File: config.mk
export PLATFORM = sky130hd
export DESIGN_NAME = lcd_cmd_sequencer
export DESIGN_NICKNAME = d
export VERILOG_FILES = /design/src/rtl/lcd_cmd_sequencer.sv
export SDC_FILE = /design/constraint.sdc
export NUM_CORES = 1
export LEC_CHECK = 0
export CAP_MARGIN = 30
export CELL_PAD_IN_SITES_DETAIL_PLACEMENT = 1
export CELL_PAD_IN_SITES_GLOBAL_PLACEMENT = 1
export CORE_MARGIN = 3
export CORE_UTILIZATION = 49
export CTS_BUF_LIST = sky130_fd_sc_hd__clkbuf_2 sky130_fd_sc_hd__clkbuf_4 sky130_fd_sc_hd__clkbuf_8
export DETAILED_ROUTE_END_ITERATION = 10
export GPL_TIMING_DRIVEN = 0
export PLACE_DENSITY_LB_ADDON = 0.1
export SLEW_MARGIN = 0
export SYNTH_ARGS = -nofsm -noshare
export SYNTH_HDL_FRONTEND = slang
export SYNTH_SLANG_ARGS = --single-unit
File: constraint.sdc
create_clock -name clk -period 3.75 [get_ports clk]
set_clock_uncertainty 0.2 [all_clocks]
set_input_delay 0.75 -clock clk [delete_from_list [all_inputs] [get_ports clk]]
set_output_delay 0.75 -clock clk [all_outputs]
set_load 0.01 [all_outputs]
File: src/rtl/lcd_cmd_sequencer.sv
// HD44780 command/character sequencer: power-up wait, 4-bit init, then each byte -> 4 PCF8574 frames.
// Latency: first frame one cycle after accept; frames back-to-back while i2c_ready is high.
// Backpressure: frames hold while i2c_ready=0; cmd_ready is high only in IDLE, with no queueing.
module lcd_cmd_sequencer #(
    parameter int POWERUP_CYC = 2000000,
    parameter int SHORT_CYC   = 2500,
    parameter int LONG_CYC    = 100000,
    parameter bit BACKLIGHT   = 1'b1
) (
    input  logic       clk,
    input  logic       reset,
    input  logic       cmd_valid,
    output logic       cmd_ready,
    input  logic [7:0] cmd_data,
    input  logic       cmd_rs,
    output logic       i2c_valid,
    input  logic       i2c_ready,
    output logic [7:0] i2c_byte,
    output logic       init_done,
    output logic       busy
);

    localparam int MAX_A = (POWERUP_CYC > LONG_CYC) ? POWERUP_CYC : LONG_CYC;
    localparam int MAX_C = (MAX_A > SHORT_CYC) ? MAX_A : SHORT_CYC;
    localparam int CW    = $clog2(MAX_C + 1);

    localparam logic [CW-1:0] PWR_LAST   = CW'(POWERUP_CYC - 1);
    localparam logic [CW-1:0] SHORT_LAST = CW'(SHORT_CYC - 1);
    localparam logic [CW-1:0] LONG_LAST  = CW'(LONG_CYC - 1);

    typedef enum logic [2:0] {
        PWRUP     = 3'd0,
        INIT_LOAD = 3'd1,
        SEND      = 3'd2,
        DELAY     = 3'd3,
        IDLE      = 3'd4
    } state_t;

    state_t        state;
    state_t        state_nx;
    logic [CW-1:0] cnt;
    logic [1:0]    idx;
    logic [2:0]    init_k;
    logic [7:0]    lat_data;
    logic          lat_rs;

    // Fixed 4-bit-mode init program; 0x33/0x32 force the controller into 4-bit mode.
    function automatic logic [7:0] rom_entry(input logic [2:0] k);
        case (k)
            3'd0:    return 8'h33;
            3'd1:    return 8'h32;
            3'd2:    return 8'h28;
            3'd3:    return 8'h0C;
            3'd4:    return 8'h06;
            default: return 8'h01;
        endcase
    endfunction

    // Expander frame: high nibble first, EN high on even frames and low on odd frames, RW always 0.
    function automatic logic [7:0] frame(input logic [7:0] d, input logic rs, input logic [1:0] i);
        logic [3:0] nib;
        nib = i[1] ? d[3:0] : d[7:4];
        return {nib, BACKLIGHT, ~i[0], 1'b0, rs};
    endfunction

    // Clear, home and the two mode-forcing init bytes need the long execution time.
    function automatic logic is_long(input logic [7:0] d, input logic rs);
        return !rs && (d == 8'h01 || d == 8'h02 || d == 8'h33 || d == 8'h32);
    endfunction

    // State register.
    always_ff @(posedge clk or negedge reset) begin
        if (!reset) state <= PWRUP;
        else        state <= state_nx;
    end

    // Next-state decode and state-decoded handshake/status outputs.
    always_comb begin
        state_nx  = state;
        cmd_ready = 1'b0;
        i2c_valid = 1'b0;
        busy      = 1'b1;
        case (state)
            PWRUP:     if (cnt == PWR_LAST) state_nx = INIT_LOAD;
            INIT_LOAD: state_nx = SEND;
            SEND: begin
                i2c_valid = 1'b1;
                if (i2c_ready && idx == 2'd3) state_nx = DELAY;
            end
            DELAY: begin
                if (cnt == '0) begin
                    if (init_done || init_k == 3'd5) state_nx = IDLE;
                    else                             state_nx = INIT_LOAD;
                end
            end
            IDLE: begin
                cmd_ready = 1'b1;
                busy      = 1'b0;
                if (cmd_valid) state_nx = SEND;
            end
            default: state_nx = PWRUP;
        endcase
    end

    // Datapath: wait/delay counter, frame index, init pointer, command latch and registered output byte.
    always_ff @(posedge clk or negedge reset) begin
        if (!reset) begin
            cnt       <= '0;
            idx       <= 2'd0;
            init_k    <= 3'd0;
            init_done <= 1'b0;
            lat_data  <= 8'h00;
            lat_rs    <= 1'b0;
            i2c_byte  <= 8'h00;
        end else begin
            case (state)
                PWRUP: begin
                    if (cnt == PWR_LAST) cnt <= '0;
                    else                 cnt <= cnt + CW'(1);
                end
                INIT_LOAD: begin
                    lat_data <= rom_entry(init_k);
                    lat_rs   <= 1'b0;
                    idx      <= 2'd0;
                    i2c_byte <= frame(rom_entry(init_k), 1'b0, 2'd0);
                end
                IDLE: begin
                    if (cmd_valid) begin
                        lat_data <= cmd_data;
                        lat_rs   <= cmd_rs;
                        idx      <= 2'd0;
                        i2c_byte <= frame(cmd_data, cmd_rs, 2'd0);
                    end
                end
                SEND: begin
                    if (i2c_ready) begin
                        if (idx == 2'd3) begin
                            cnt <= is_long(lat_data, lat_rs) ? LONG_LAST : SHORT_LAST;
                        end else begin
                            idx      <= idx + 2'd1;
                            i2c_byte <= frame(lat_data, lat_rs, idx + 2'd1);
                        end
                    end
                end
                DELAY: begin
                    if (cnt != '0) begin
                        cnt <= cnt - CW'(1);
                    end else if (!init_done) begin
                        if (init_k == 3'd5) init_done <= 1'b1;
                        else                init_k    <= init_k + 3'd1;
                    end
                end
                default: cnt <= '0;
            endcase
        end
    end

endmodule

==> results <==
through the flow:
step	cells	instance area (um2)	hold WS (ps)	setup WS [ps]
global placement	522	3731	249.5	384.4
global route	530	3830	210.7	145.2
floorplan	422	3405	254.4	1490
CTS	530	3830	194.3	262.8
detailed placement	523	3746	261.3	541.1
finish	530	3830	167.6	292.0
cell families (layout without fill, tap and decap cells):
| logic type | after synthesis | in the layout | share of synthesized area, % |
|---|---|---|---|
| muxes | 10 | 10 | 3.161 |
| and+or+nand+nor | 167 | 167 | 25.25 |
| AOI/OAI and AO/OA | 136 | 136 | 26.64 |
| xor gates and xnor gates | 7 | 7 | 1.801 |
| buffers and inverters | 47 | 78 | 6.285 |
| other | 1 | 1 | 0.1101 |
| adders and majority gates | 8 | 8 | 2.940 |
| DFF | 46 | 46 | 33.81 |
final cells by class:
class,instances,share of cell area (%)
Buffer,34,4.312
Clock buffer,5,1.797
Clock inverter,2,0.3920
Inverter,13,1.274
Multi-Input combinational cell,329,53.25
Sequential cell,46,30.06
Tap cell,77,2.516
Timing Repair Buffer,24,6.403
registers in the layout, indices dropped and copies added, names as in the netlist:
signal / cells
i2c_byte: 7
init_k: 3
state: 3
lat_data: 8
idx: 2
cnt: 21
init_done: 1
lat_rs: 1
report_power, final:
| part | internal (mW) | switching (mW) |
|---|---|---|
| sequential | 0.496 | 0 |
| clock | 0.128 | 0.190 |
| combinational | 0.0137 | 0.0149 |
| total | 0.637 | 0.205 |
layer usage:
layer / global-route usage [%] / vias to the layer above / wire length (um)
met5: 0 / - / 0
met4: 14.34 / 0 / 446
met3: 4.700 / 51 / 629
met2: 50.70 / 151 / 5473
met1: 35.59 / 1734 / 4481
li1: - / 1606 / -
worst register-to-register path, stage by stage (launching register included):
cell	delay [ps]
dfrtp_1	410
clkbuf_1	230
nor4_1	390
nand4_1	190
o21ai_2	500
buf_2	370
o221ai_1	180
nand3_1	140
nand2_1	50
cell usage after synthesis (all sizes together), types with 8 or more instances:
library cell  number
nand3             15
inv               13
o21ai             41
ha                 8
buf               12
nor2              28
o22ai              9
nor4               8
dfrtp             46
a21oi             29
nand2             56
nor3              19
clkbuf            22
worst min-delay path by stage:
stage / depth (start not counted) / slack (ps) / endpoint / start
2_1_floorplan: 0 / 250 / cnt[0]$_DFFE_PN0P_ / reset
3_3_place_gp: 1 / 250 / i2c_byte[3]$_DFFE_PN0P_ / i2c_byte[3]$_DFFE_PN0P_
3_5_place_dp: 1 / 260 / i2c_byte[3]$_DFFE_PN0P_ / i2c_byte[3]$_DFFE_PN0P_
4_1_cts: 1 / 190 / cnt[14]$_DFFE_PN0P_ / reset
5_1_grt: 1 / 210 / cnt[14]$_DFFE_PN0P_ / reset
6_report: 1 / 170 / cnt[14]$_DFFE_PN0P_ / reset
==> results.cfg <==
[setup_path]
cp_common_cell = clkbuf_1
worstPathBufferInverterCount = 4
critPathSlowestCell = clkdlybuf4s50_1
worst-endpoint-required_ps = 2800
ff2ff_path_depth = 8
r2r_slack_ps = 980
crit_path_start = state[1]$_DFFE_PN0P_
timing.rr.start = cnt[9]$_DFFE_PN0P_
crit_chain = nor2_1 > nand2_1 > inv_1 > clkbuf_1 > clkbuf_1 > clkdlybuf4s50_1
worstSetupPathType = reg2out
cp-start-kind = flip-flop
cp_top_family = buffers and inverters
cp.depth = 6
cp_slowest_stage_delay_ps = 620
crit-reg2reg-capture = cnt[3]$_DFFE_PN0P_
end_kind = output pin
cp-endpoint = cmd_ready
crit_path_max_fanout = 10
arrival_ps = 2510

[layout]
layout_common_cells = nand2_1, dfrtp_1, a21oi_1
fillCellCount = 820
num-nets-final = 474
antenna_cells = 0
multi_input_area_um2 = 2039
seq_area_um2 = 1151
layout_commonest_cell = nand2_1
area_delta_synth_final_pct = 12.50
final_util_pct = 58.64
drive_gt1_share_pct = 7.285

[global_route]
antenna_found_initial = 0
grt_usage_pct = 29.45
grt_overflow = 0
grt_max_degree = 31
grt_pass1_vias = 3625
grt_first_pass_wirelength_mm = 18.13

[yosys]
synth_cells = 422
synth_top_flop_cell = dfrtp_1
synthArstFlopShare_pct = 100.0
ys_top_cells_by_area = dfrtp_1, nand2_1, a21oi_1
synthesis.area_um2 = 3405
synthesis.nets = 443
yosysWarningCount = 0
ys_seq_area_share_pct = 33.81
synth_top_cell_area_share_pct = 33.81
syn_area_per_cell_um2 = 8.068
synth_top_cell_by_area = dfrtp_1
ys_ff_latch = 46
synth_edf_count = 0
synth_cell_types = 71

[die]
dieArea_um2 = 7984
io_pins = 25
die_y_um = 89.36
core_area_um2 = 6531
die_w_um = 89.36
start_util_pct = 52.13
rows = 29

[sta]
clock.fmax_mhz = 289.2
report.final.slew_viol_count = 0
setup_viol = 0
worstMarginPinSlew_ps = 802.6
finalHoldViolations = 0
finalCritPeriodShare_pct = 92.21
finalSetupTns_ps = 0
rsz0062_at_grt = no
slew_headroom_pct = 46.08
finalCriticalPeriod_ps = 3458

[clocking]
cts.htree.levels = 2
cts_buffer_depth = 2
numCtsBuffers = 5
cts.sinks = 46
clkTransAtPathRegs_ps = 100
cts_hold_buf = 0
ctsResizeCount = 0
cts_tree = built
clkLatencyLatePin_ps = 310
clock-root-buffer = clkbuf_8
post-cts-setup-buffer-count = 0

[place]
place.gp.congestion = 0.8742
portBuffers = 23
place_hpwl_mm = 8.097

[route]
routedWlPerCell_um = 20.81
vias_per_cell = 6.683
routed_wl_mm = 11.03
num_vias = 3542
drt_iter0_drc = 293
drt-pass1-iter-count = 5
ant_nets = 0
drc = 0

[power_and_ir_drop]
leakage_nw = 1.585
powerDensity_nw_per_um2 = 219.9
ir_drop_mv = 0.1510
p_total_uw = 842.1

[outcome]
status = complete, no violations

[hold_path]
hp-class = in2async

[run]
cap_violations = 0
Note: power is estimated with default switching activity, not from simulation.
